### src/rtl/pll_reset_sequencer_if.sv
// Signal bundle between the PLL reset sequencer and its environment.
// Build with LOCK_LOSS_COUNT_EN defined to carry the lock-loss counter.
interface pll_reset_sequencer_if;
    // Level signals only, no valid/ready: every output is valid on every cycle,
    // and pll_locked may change at any time relative to clk.
    logic       pll_locked;
    logic       sys_reset;
    logic       ready;
    logic       lock_timeout;
    logic [1:0] state;
`ifdef LOCK_LOSS_COUNT_EN
    logic [7:0] lock_loss_count;

    modport master (
        output pll_locked,
        input  sys_reset, ready, lock_timeout, state, lock_loss_count
    );
    modport slave (
        input  pll_locked,
        output sys_reset, ready, lock_timeout, state, lock_loss_count
    );
`else
    modport master (
        output pll_locked,
        input  sys_reset, ready, lock_timeout, state
    );
    modport slave (
        input  pll_locked,
        output sys_reset, ready, lock_timeout, state
    );
`endif
endinterface

### src/rtl/pll_reset_sequencer.sv
// Turns the PLL lock indication into a qualified system reset with a lock timeout.
// Optional LOCK_LOSS_COUNT_EN macro adds a saturating RUN->WAIT_LOCK event counter.
module pll_reset_sequencer #(
    parameter int SYNC_STAGES    = 2,
    parameter int STABLE_CYCLES  = 1024,
    parameter int HOLD_CYCLES    = 16,
    parameter int TIMEOUT_CYCLES = 1048576,
    parameter int CNT_W          = 24
) (
    input logic                  clk,
    input logic                  reset,
    pll_reset_sequencer_if.slave bus
);

    typedef enum logic [1:0] {
        WAIT_LOCK = 2'd0,
        STABLE    = 2'd1,
        HOLD      = 2'd2,
        RUN       = 2'd3
    } state_e;

    localparam logic [CNT_W-1:0] STABLE_LAST = CNT_W'(STABLE_CYCLES - 1);
    localparam logic [CNT_W-1:0] HOLD_LAST   = CNT_W'(HOLD_CYCLES - 1);
    localparam logic [CNT_W-1:0] TIMEOUT_MAX = CNT_W'(TIMEOUT_CYCLES);

    logic [SYNC_STAGES-1:0] sync_q, sync_d;
    state_e                 state_q, state_d;
    logic [CNT_W-1:0]       phase_q, phase_d;
    logic [CNT_W-1:0]       timeout_q, timeout_d;
    logic                   timeout_flag_q, timeout_flag_d;
    logic                   locked_s;

    assign sync_d   = {sync_q[SYNC_STAGES-2:0], bus.pll_locked};
    assign locked_s = sync_q[SYNC_STAGES-1];

    // Loss of lock wins over phase completion in every state.
    always_comb begin
        state_d = state_q;
        phase_d = phase_q;
        case (state_q)
            WAIT_LOCK: begin
                phase_d = '0;
                if (locked_s) state_d = STABLE;
            end
            STABLE: begin
                if (!locked_s) begin
                    state_d = WAIT_LOCK;
                    phase_d = '0;
                end else if (phase_q == STABLE_LAST) begin
                    state_d = HOLD;
                    phase_d = '0;
                end else begin
                    phase_d = phase_q + 1'b1;
                end
            end
            HOLD: begin
                if (!locked_s) begin
                    state_d = WAIT_LOCK;
                    phase_d = '0;
                end else if (phase_q == HOLD_LAST) begin
                    state_d = RUN;
                    phase_d = '0;
                end else begin
                    phase_d = phase_q + 1'b1;
                end
            end
            RUN: begin
                phase_d = '0;
                if (!locked_s) state_d = WAIT_LOCK;
            end
            default: begin
                state_d = WAIT_LOCK;
                phase_d = '0;
            end
        endcase
    end

    // Window restarts each time RUN is reached; the flag itself is sticky.
    always_comb begin
        timeout_d = timeout_q;
        if (state_q == RUN || state_d == RUN) begin
            timeout_d = '0;
        end else if (timeout_q != TIMEOUT_MAX) begin
            timeout_d = timeout_q + 1'b1;
        end
        timeout_flag_d = timeout_flag_q | (timeout_d == TIMEOUT_MAX);
    end

    always_ff @(posedge clk) begin
        if (reset) begin
            sync_q         <= '0;
            state_q        <= WAIT_LOCK;
            phase_q        <= '0;
            timeout_q      <= '0;
            timeout_flag_q <= 1'b0;
        end else begin
            sync_q         <= sync_d;
            state_q        <= state_d;
            phase_q        <= phase_d;
            timeout_q      <= timeout_d;
            timeout_flag_q <= timeout_flag_d;
        end
    end

`ifdef LOCK_LOSS_COUNT_EN
    logic [7:0] loss_cnt_q, loss_cnt_d;

    always_comb begin
        loss_cnt_d = loss_cnt_q;
        if (state_q == RUN && state_d == WAIT_LOCK && loss_cnt_q != 8'hFF) begin
            loss_cnt_d = loss_cnt_q + 8'd1;
        end
    end

    always_ff @(posedge clk) begin
        if (reset) loss_cnt_q <= '0;
        else       loss_cnt_q <= loss_cnt_d;
    end

    assign bus.lock_loss_count = loss_cnt_q;
`endif

    assign bus.state        = state_q;
    assign bus.sys_reset    = (state_q != RUN);
    assign bus.ready        = (state_q == RUN);
    assign bus.lock_timeout = timeout_flag_q;

endmodule

### src/flat_wrapper.sv
// flat-port wrapper written by rule: the top's interface ports become plain ports
module pll_reset_sequencer_flat 
#(
    parameter int SYNC_STAGES    = 2,
    parameter int STABLE_CYCLES  = 1024,
    parameter int HOLD_CYCLES    = 16,
    parameter int TIMEOUT_CYCLES = 1048576,
    parameter int CNT_W          = 24
)
  (clk, reset, bus_pll_locked, bus_sys_reset, bus_ready, bus_lock_timeout, bus_state);
  pll_reset_sequencer_if bus_i ();
  input logic clk;
  input logic reset;
  input wire logic [$bits(bus_i.pll_locked)-1:0] bus_pll_locked;
  output wire logic [$bits(bus_i.sys_reset)-1:0] bus_sys_reset;
  output wire logic [$bits(bus_i.ready)-1:0] bus_ready;
  output wire logic [$bits(bus_i.lock_timeout)-1:0] bus_lock_timeout;
  output wire logic [$bits(bus_i.state)-1:0] bus_state;
  assign bus_i.pll_locked = bus_pll_locked;
  assign bus_sys_reset = bus_i.sys_reset;
  assign bus_ready = bus_i.ready;
  assign bus_lock_timeout = bus_i.lock_timeout;
  assign bus_state = bus_i.state;
  pll_reset_sequencer #(.SYNC_STAGES(SYNC_STAGES), .STABLE_CYCLES(STABLE_CYCLES), .HOLD_CYCLES(HOLD_CYCLES), .TIMEOUT_CYCLES(TIMEOUT_CYCLES), .CNT_W(CNT_W)) u_core (.clk(clk), .reset(reset), .bus(bus_i));
endmodule
### config.mk
export PLATFORM = sky130hd
export DESIGN_NAME = pll_reset_sequencer_flat
export DESIGN_NICKNAME = d
export VERILOG_FILES = /design/src/rtl/pll_reset_sequencer_if.sv /design/src/rtl/pll_reset_sequencer.sv /design/src/flat_wrapper.sv
export SDC_FILE = /design/constraint.sdc
export NUM_CORES = 1
export LEC_CHECK = 0
export CAP_MARGIN = 10
export CORE_UTILIZATION = 44
export CTS_CLUSTER_DIAMETER = 40
export DETAILED_ROUTE_END_ITERATION = 12
export PLACE_DENSITY_LB_ADDON = 0.15
export SETUP_SLACK_MARGIN = 0.2
export SLEW_MARGIN = 20
export SYNTH_ARGS = -nofsm -noshare
export SYNTH_HDL_FRONTEND = slang
export SYNTH_SLANG_ARGS = --single-unit
### constraint.sdc
create_clock -name clk -period 5.54 [get_ports clk]
set_input_delay 1.108 -clock clk [delete_from_list [all_inputs] [get_ports clk]]
set_output_delay 1.108 -clock clk [all_outputs]
set_load 0.01 [all_outputs]
# == Word level (Yosys, flattened, before mapping) ==
# Cells that the tools add are included.
# Widths: inputs -> output; s select.
# totals
out_inout_bits,5
input_bits,3
reg_bits,53
# classes
n_bitwise,1
eq_ne,9
n_addsub,2
muxes,14
n_reduce_logical,3
# ops
cell,n
$mux 24,6
$pmux 24 s3,1
$add 24x1->24 const B,2
$eq 24x10->1 const B,1
$eq 24x21->1 const B,1
$eq 24x4->1 const B,1
$ne 24x21->1 const B,1
$mux 2,6
$pmux 2 s4,1
$eq 2x2->1 const B,3
$eq 2x1->1 const B,1
$logic_not 2->1,1
$ne 2x2->1 const B,1
$reduce_or 2->1,1
$logic_or 1x1->1,1
$or 1x1->1,1

# == Longest topological paths before layout ==
# Gate-level depths: netlist of run 1.
# logic_depth
ltp_word,9
ltp_mapped,8
mapped_depth_nobuf,8

# == Least setup slack after synthesis of run 1 ==
# OpenSTA, ideal clock, no wires.
# synth_path
path_type,reg2reg
start,register u_core.timeout_q[1]
end,"register u_core.timeout_flag_q, in the netlist u_core.bus.lock_timeout"
synth_period_minus_slack_ps,2308
slack_ps,3232
t_required_ps,5452
t_arrival_ps,2220
setup_time_ps,88
path_stages_with_launch,8
cell_sequence,dfxtp_1 ha_1 nand4_2 nor4_4 and3_1 o21ba_2 or4b_1 o32ai_2
# synth_via
elab_chain_cells,5
word_cells_on_any_way,6
cone_classes,add/sub: 1; eq/ne: 2; mux: 2; bitwise: 1
# synth_rtl
element,line_no,text
from (decl),pll_reset_sequencer.sv:29,"logic [CNT_W-1:0] timeout_q, timeout_d;"
from (signal assigned),pll_reset_sequencer.sv:100,timeout_q <= timeout_d;
$add 24x1->24 / $ne 24x21->1 (equally long branches),"pll_reset_sequencer.sv:84, pll_reset_sequencer.sv:83",
$mux 24 *,pll_reset_sequencer.sv:83,end else if (timeout_q != TIMEOUT_MAX) begin
$mux 24 *,pll_reset_sequencer.sv:81,if (state_q == RUN || state_d == RUN) begin
$eq 24x21->1 *,pll_reset_sequencer.sv:86,timeout_flag_d = timeout_flag_q | (timeout_d == TIMEOUT_MAX);
$or 1x1->1 *,pll_reset_sequencer.sv:86,
to (signal assigned),pll_reset_sequencer.sv:101,timeout_flag_q <= timeout_flag_d;
to (decl),pll_reset_sequencer.sv:30,"logic timeout_flag_q, timeout_flag_d;"
# Every way passes the cells marked *; elsewhere a longest branch is shown, timed or not.
# A chain may end at the register's enable or synchronous reset.

==> metrics.md, run 1 <==
| Metric | Value |
|---|---|
| Status | finished, final reports clean |
| Multi-input logic area | 1470 um2 |
| Adder-cell share of the synthesized area | 0.0143 |
| Final-report hold violation count | 0 |
| DR iter-0 viols | 61 |
| Ys async rst share | 0 |
| Starting Density | 0.467 |
| Die Area | 6260 um2 |
| Post-CTS Resized | 0 |
| GRT Total Usage | 0.174 |
| Synth Area in Compound Gates | 0.0684 |
| Multiplexer share of the synthesized area | 0.00765 |
| Initial antenna violation count | 0 |
| N_diodes | 0 |
| Post-CTS setup buffer count | 0 |
| Clk sink count | 53 |
| Post-detail-place hpwl | 3380 um |
| Final setup margin | 2.72 ns |
| Hold Slack | 0.444 ns |
| I/O Pins | 8 |
| TritonCTS clock tree | done |
| Iteration count of the initial detailed-routing pass | 4 |
| CP endpoint kind | flip-flop |
| EDFF count, synth | 0 |
| Combinational family with the most area after synthesis | simple AND/OR/NAND/NOR gates |
| DP Area | 2750 um2 |
| Largest net degree at the start of global routing | 25 |
| Worst-path clk slew | 0.09 ns |
| Primary FF master, synth | dfxtp_1 |
| Hold WC Path Type | flip-flop to flip-flop |
| Xor/xnor share of the synthesized area | 0.157 |
| GPL Wtd Cong | 0.822 |
| Peak supply drop | 123 uV |
| Setup TNS | 0 ns |
| First-pass GRT wire length | 8590 um |
| Syn Area/Cell | 8.49 um2 |
| Fmax achieved | 0.354 GHz |
| Total wire length | 4760 um |
| Avg WL per Cell | 12.3 um |
| Required time of the critical path | 5.77 ns |
| RSZ-0062 raised after global routing | no |
| Finished Layout Cells | 387 |
| Synth warn | 0 |
| Layout cells sized above 1 | 0.0635 |
| Arr. time, crit path | 3.05 ns |
| Fillers | 567 |
| Slew Viols, Final | 0 |
| Flip-flop and latch count after synthesis | 53 |
| Fin crit period | 2.82 ns |
| Leak Pwr | 0.000973 uW |
| Synth Area in Simple Gates | 0.311 |
| DR vias | 1,973 |
| Slew @ Worst Pin | 0.678 ns |
| Syn Std Cell Area | 2620 um2 |
| Grt ovf | 0 |
| MaxCap Viol Count | 0 |
| Core area | 5610 um2 |
| Skew-Pair Late Insertion Delay | 0.31 ns |
| Rows | 27 |
| Root Buffer | clkbuf_8 |
| Crit path max fanout | 24 |
| H-tree levels | 2 |
| Place WS | 2.38 ns |
| Max Buffers Root-to-Sink | 2 |
| Vias per inst | 5.10 |
| Syn Inst Count | 308 |
| CTS Buf Count | 5 |
| Final instance area | 2860 um2 |
| Die width | 79.1 um |
| Final count of negative-setup-slack endpoints | 0 |
| Drt drc | 0 |
| Layout area overhead | 9.28% |
| Mapped Nets | 314 |
| Port Buf Inserts | 7 |
| Die height | 79.1 um |
| Final Skew | 0.00982 ns |
| Antenna viol nets, final | 0 |
| Placed Cells | 379 |
| FF/Latch Area | 1060 um2 |
| Cts hold-fix bufs | 0 |
| Worst setup path class | primary input to flip-flop |
| Period utilization | 0.510 |
| Synth cell types | 46 |
| Final net count | 320 |
| Crit start category | primary input |
| Power Dens Cells | 234 nW/um2 |
| Sequential fraction of the synthesis area | 0.406 |
| Vias in the first global route | 1,963 |
| Slew HR | 0.544 |
==> worst max-delay path, cell delays in order <==
cell and delay, ns:
clkdlybuf4s50_1 0.49, nor2_1 0.21, o41ai_4 0.10, buf_4 0.22, o21ba_2 0.26, or4b_1 0.45, o32ai_2 0.20
==> report_power, final <==
group	internal, uW	total [uW]	switching [uW]
clock	136	261	125
sequential	383	387	4.01
combinational	9.33	19.4	10.1
total	528	668	139
==> area by class of cell <==
cell class,instances,area share
flip-flops and latches,53,0.371
clock buffers,6,0.0254
multi-input cells,235,0.516
clock inverters,2,0.0136
repair buffers,9,0.0298
inverters,10,0.0131
well taps,72,0.0315
==> layer usage <==
metal,track usage,share of wire,vias to the layer above
met3,0.0345,0.022,8
met5,0,0,-
li1,-,-,1068
met4,0.0655,0.016,0
met2,0.301,0.46,18
met1,0.213,0.51,879
==> synthesized netlist by cell type (all sizes together) (2+ instances only) <==
cell	number	area (um2)
nor3b	2	15.0
o21ba	2	20.0
nor4b	2	17.5
clkbuf	6	23.8
nor2b	3	18.8
mux2i	2	20.0
nand2	23	86.3
nor2	61	229
o41ai	2	25.0
o21ai	2	10.0
o31ai	2	15.0
ha	3	37.5
nand3	17	97.6
a21oi	3	15.0
buf	4	31.3
o21a	2	15.0
dfxtp	53	1060
nor4	12	90.1
xnor2	20	175
nor3	13	65.1
xor2	27	236
inv	10	37.5
or2	2	12.5
and3	2	12.5
nand4	19	131
==> worst paths after layout <==
kind | end | slack, ns | cells after the start | start
min reg2reg | u_core.sync_q[1]$_SDFF_PP0_ | 0.44 | 1 | u_core.sync_q[0]$_SDFF_PP0_
min | u_core.sync_q[1]$_SDFF_PP0_ | 0.44 | 1 | u_core.sync_q[0]$_SDFF_PP0_
max reg2reg | u_core.bus.lock_timeout$_SDFF_PP0_ | 2.92 | 7 | u_core.timeout_q[1]$_SDFF_PP0_
max | u_core.bus.lock_timeout$_SDFF_PP0_ | 2.72 | 7 | reset
==> cells in the final DEF (no fill, tap or decap), types with 2 or more instances in the layout <==
cell type,count
nor2_1,61
dfxtp_1,53
xor2_1,27
nand2_1,23
xnor2_1,20
nand4_1,17
nand3_1,16
nor3_1,13
nor4_1,11
inv_1,10
clkdlybuf4s50_1,7
clkbuf_8,5
a21oi_1,3
nor2b_1,3
ha_1,3
o21a_1,2
o21ba_2,2
nor4b_1,2
o21ai_0,2
nor3b_1,2
nand4_2,2
o31ai_1,2
or2_2,2
mux2i_1,2
and3_1,2
buf_4,2
==> flip-flops by register name, summed over array words and instances, names as in the netlist <==
name                     flops
u_core.phase_q              24
u_core.timeout_q            24
u_core.bus.state             2
u_core.sync_q                2
u_core.bus.lock_timeout      1
==> cells by family after synthesis <==
| logic type | Yosys count |
|---|---|
| xor+xnor | 47 |
| simple gates | 161 |
| mux | 2 |
| buf+inv | 20 |
| fa+ha+maj | 3 |
| compound gates | 22 |
| flops | 53 |
==> metrics by stage <==
stage | power (uW) | utilization
after floorplan | 409 | -
after global placement | 416 | 0.490
after detailed placement | 416 | 0.490
after CTS | 683 | 0.510
after global routing | 704 | 0.510
final | 668 | 0.510
Power figures use the tool's default switching activity.
==> run 2, diff against run 1 <==
==> constraint.sdc (replaced) <==
create_clock -name clk -period 2.8 [get_ports clk]
set_input_delay 0.56 -clock clk [delete_from_list [all_inputs] [get_ports clk]]
set_output_delay 0.56 -clock clk [all_outputs]
set_load 0.01 [all_outputs]
==> run 2 against run 1 <==
Effect of this change:
- clock skew rose by 0.00086 ns
- sequential power rose by 98%
- global-route usage shrank 0.22 points
- worst hold slack worse by 0.0061 ns
- utilization increased by 0.36 points
- power is 86% higher
- largest cell class unchanged
- wire length grew 1.8%
- critical path depth did not move
- critical endpoint unchanged
- setup slack got worse by 2.3 ns
==> metrics.md, run 2 (same netlist as run 1, synthesis figures left out) <==
| Metric | Value |
|---|---|
| Fin crit period | 2.43 ns |
| Post-CTS setup buffer count | 0 (unchanged) |
| Drt drc | 0 (unchanged) |
| Slew @ Worst Pin | 0.527 ns (-0.152 ns) |
| Iteration count of the initial detailed-routing pass | 6 (+2) |
| N_diodes | 0 (unchanged) |
| CTS Buf Count | 5 (unchanged) |
| Arr. time, crit path | 2.66 ns (-0.39 ns) |
| Worst setup path class | flip-flop to flip-flop |
| GRT Total Usage | 0.172 (-0.00216) |
| P_int | 956 uW (+81%) |
| Avg WL per Cell | 12.4 um (+0.53%) |
| CP endpoint kind | flip-flop |
| Largest net degree at the start of global routing | 24 (-4.0%) |
| First-pass GRT wire length | 8450 um (-1.7%) |
| Final count of negative-setup-slack endpoints | 0 (unchanged) |
| Final net count | 325 (+1.6%) |
| DP Area | 2790 um2 (+1.4%) |
| Util after Layout | 0.513 (+0.00357) |
| Power Dens Cells | 431 nW/um2 (+84%) |
| Crit path max fanout | 6 (-75%) |
| Die width | 79.1 um (unchanged) |
| DR iter-0 viols | 65 (+6.6%) |
| Hold WC Path Type | flip-flop to flip-flop |
| Layout area overhead | 10.0% |
| Skew-Pair Late Insertion Delay | 0.31 ns (about the same) |
| Sw frac | 0.229 (+0.0207) |
| H-tree levels | 2 (unchanged) |
| Required time of the critical path | 3.03 ns (-2.74 ns) |
| MaxCap Viol Count | 0 (unchanged) |
| Cts hold-fix bufs | 0 (unchanged) |
| Die Area | 6260 um2 (unchanged) |
| Leak Pwr | 0.000988 uW (+1.6%) |
| Status | finished, final reports clean |
| Antenna viol nets, final | 0 (unchanged) |
| Final setup margin | 0.370 ns (-2.35 ns) |
| I/O Pins | 8 (unchanged) |
| Final-report hold violation count | 0 (unchanged) |
| Root Buffer | clkbuf_8 |
| Most frequent cells in the layout | 61 x nor2_1, 53 x dfxtp_1, 27 x xor2_1 |
| Most common cell after layout, fill and taps aside | nor2_1 |
| Initial antenna violation count | 0 (unchanged) |
| Starting Density | 0.467 (unchanged) |
| Final instance area | 2880 um2 (+0.70%) |
| DR vias | 2,086 (+5.7%) |
| Slew Viols, Final | 0 (unchanged) |
| Port Buf Inserts | 7 (unchanged) |
| Grt ovf | 0 (unchanged) |
| GPL Wtd Cong | 0.874 (+6.4%) |
| Largest regs | u_core.phase_q: 24 flops, u_core.timeout_q: 24 flops |
| Die height | 79.1 um (unchanged) |
| Rows | 27 (unchanged) |
| Clock Power Share | 0.350 (-0.041) |
| Worst-path clk slew | 0.10 ns (about the same) |
| Peak supply drop | 260 uV (+110%) |
| Combinational power share | 0.032 (+0.003) |
| Max Buffers Root-to-Sink | 2 (unchanged) |
| Core area | 5610 um2 (unchanged) |
| Layout cells sized above 1 | 0.0844 (+0.0209) |
| Crit start category | flip-flop |
| Final Skew | 0.0107 ns (+0.000860 ns) |
| RSZ-0062 raised after global routing | no |
| Sequential share of power | 0.618 (+0.038) |
| Period utilization | 0.868 |
| Setup TNS | 0 ns (unchanged) |
| Post-detail-place hpwl | 3580 um (+6.0%) |
| Place WS | 0.321 ns (-2.06 ns) |
| Vias per inst | 5.32 (+4.4%) |
| Vias in the first global route | 1,971 (+0.41%) |
| Slew HR | 0.646 (+0.102) |
| Fmax achieved | 0.412 GHz |
| Clk sink count | 53 (unchanged) |
| Sw power | 284 uW (+100%) |
| TritonCTS clock tree | done |
| Total wire length | 4850 um (+1.8%) |
[run 2: power groups by stage]
stage	Sequential [uW]	Combinational (uW)	Clock (uW)
final	766	39.4	434
after floorplan	781	29.1	0
after global routing	767	44.4	486
after detailed placement	783	39.4	0
after global placement	783	39.9	0
after CTS	766	39.5	456
[run 2: worst max-delay path, stage by stage (launching register included)]
cell and delay [ns]:
dfxtp_1 0.37, ha_2 0.25, or3_2 0.41, a21o_1 0.18, a211oi_1 0.27, o2111ai_1 0.16
or4b_1 0.52, o32ai_2 0.20
[run 2: final cells by class]
type	instances	area [um2]
Clock buffer	5	68.8
Clock inverter	3	22.5
Fill cell	556	2730
Inverter	10	37.5
Multi-Input combinational cell	235	1480
Sequential cell	53	1060
Tap cell	72	90.1
Timing Repair Buffer	14	123
[run 2: worst paths after layout]
kind / from / endpoint / slack (ns) / depth (start not counted)
worst min-delay path: u_core.sync_q[0]$_SDFF_PP0_ / u_core.sync_q[1]$_SDFF_PP0_ / 0.44 / 1
worst max register to register: u_core.timeout_q[0]$_SDFF_PP0_ / u_core.bus.lock_timeout$_SDFF_PP0_ / 0.37 / 7
worst max-delay path: u_core.timeout_q[0]$_SDFF_PP0_ / u_core.bus.lock_timeout$_SDFF_PP0_ / 0.37 / 7
worst min register to register: u_core.sync_q[0]$_SDFF_PP0_ / u_core.sync_q[1]$_SDFF_PP0_ / 0.44 / 1
[run 2: layer usage]
metal	GRT usage	vias up	part of all wire
met1	0.207	960	0.48
met2	0.287	25	0.47
met5	0	-	0
met4	0.0836	0	0.025
li1	-	1090	-
met3	0.0402	11	0.030
[run 2: timing repair]
| item | CTS | global route |
|---|---|---|
| resized for setup | 0 | 1 |
| hold endpoints to repair | 0 | 0 |
| endpoints found under the setup margin | 0 | 1 |
[run 2: per-stage QoR]
step | total power (uW) | std cells | hold WS, ns
finish | 1240 | 392 | 0.438
floorplan | 810 | 308 | 0.414
global route | 1300 | 392 | 0.453
global placement | 823 | 384 | 0.422
detailed placement | 823 | 384 | 0.422
CTS | 1260 | 392 | 0.439
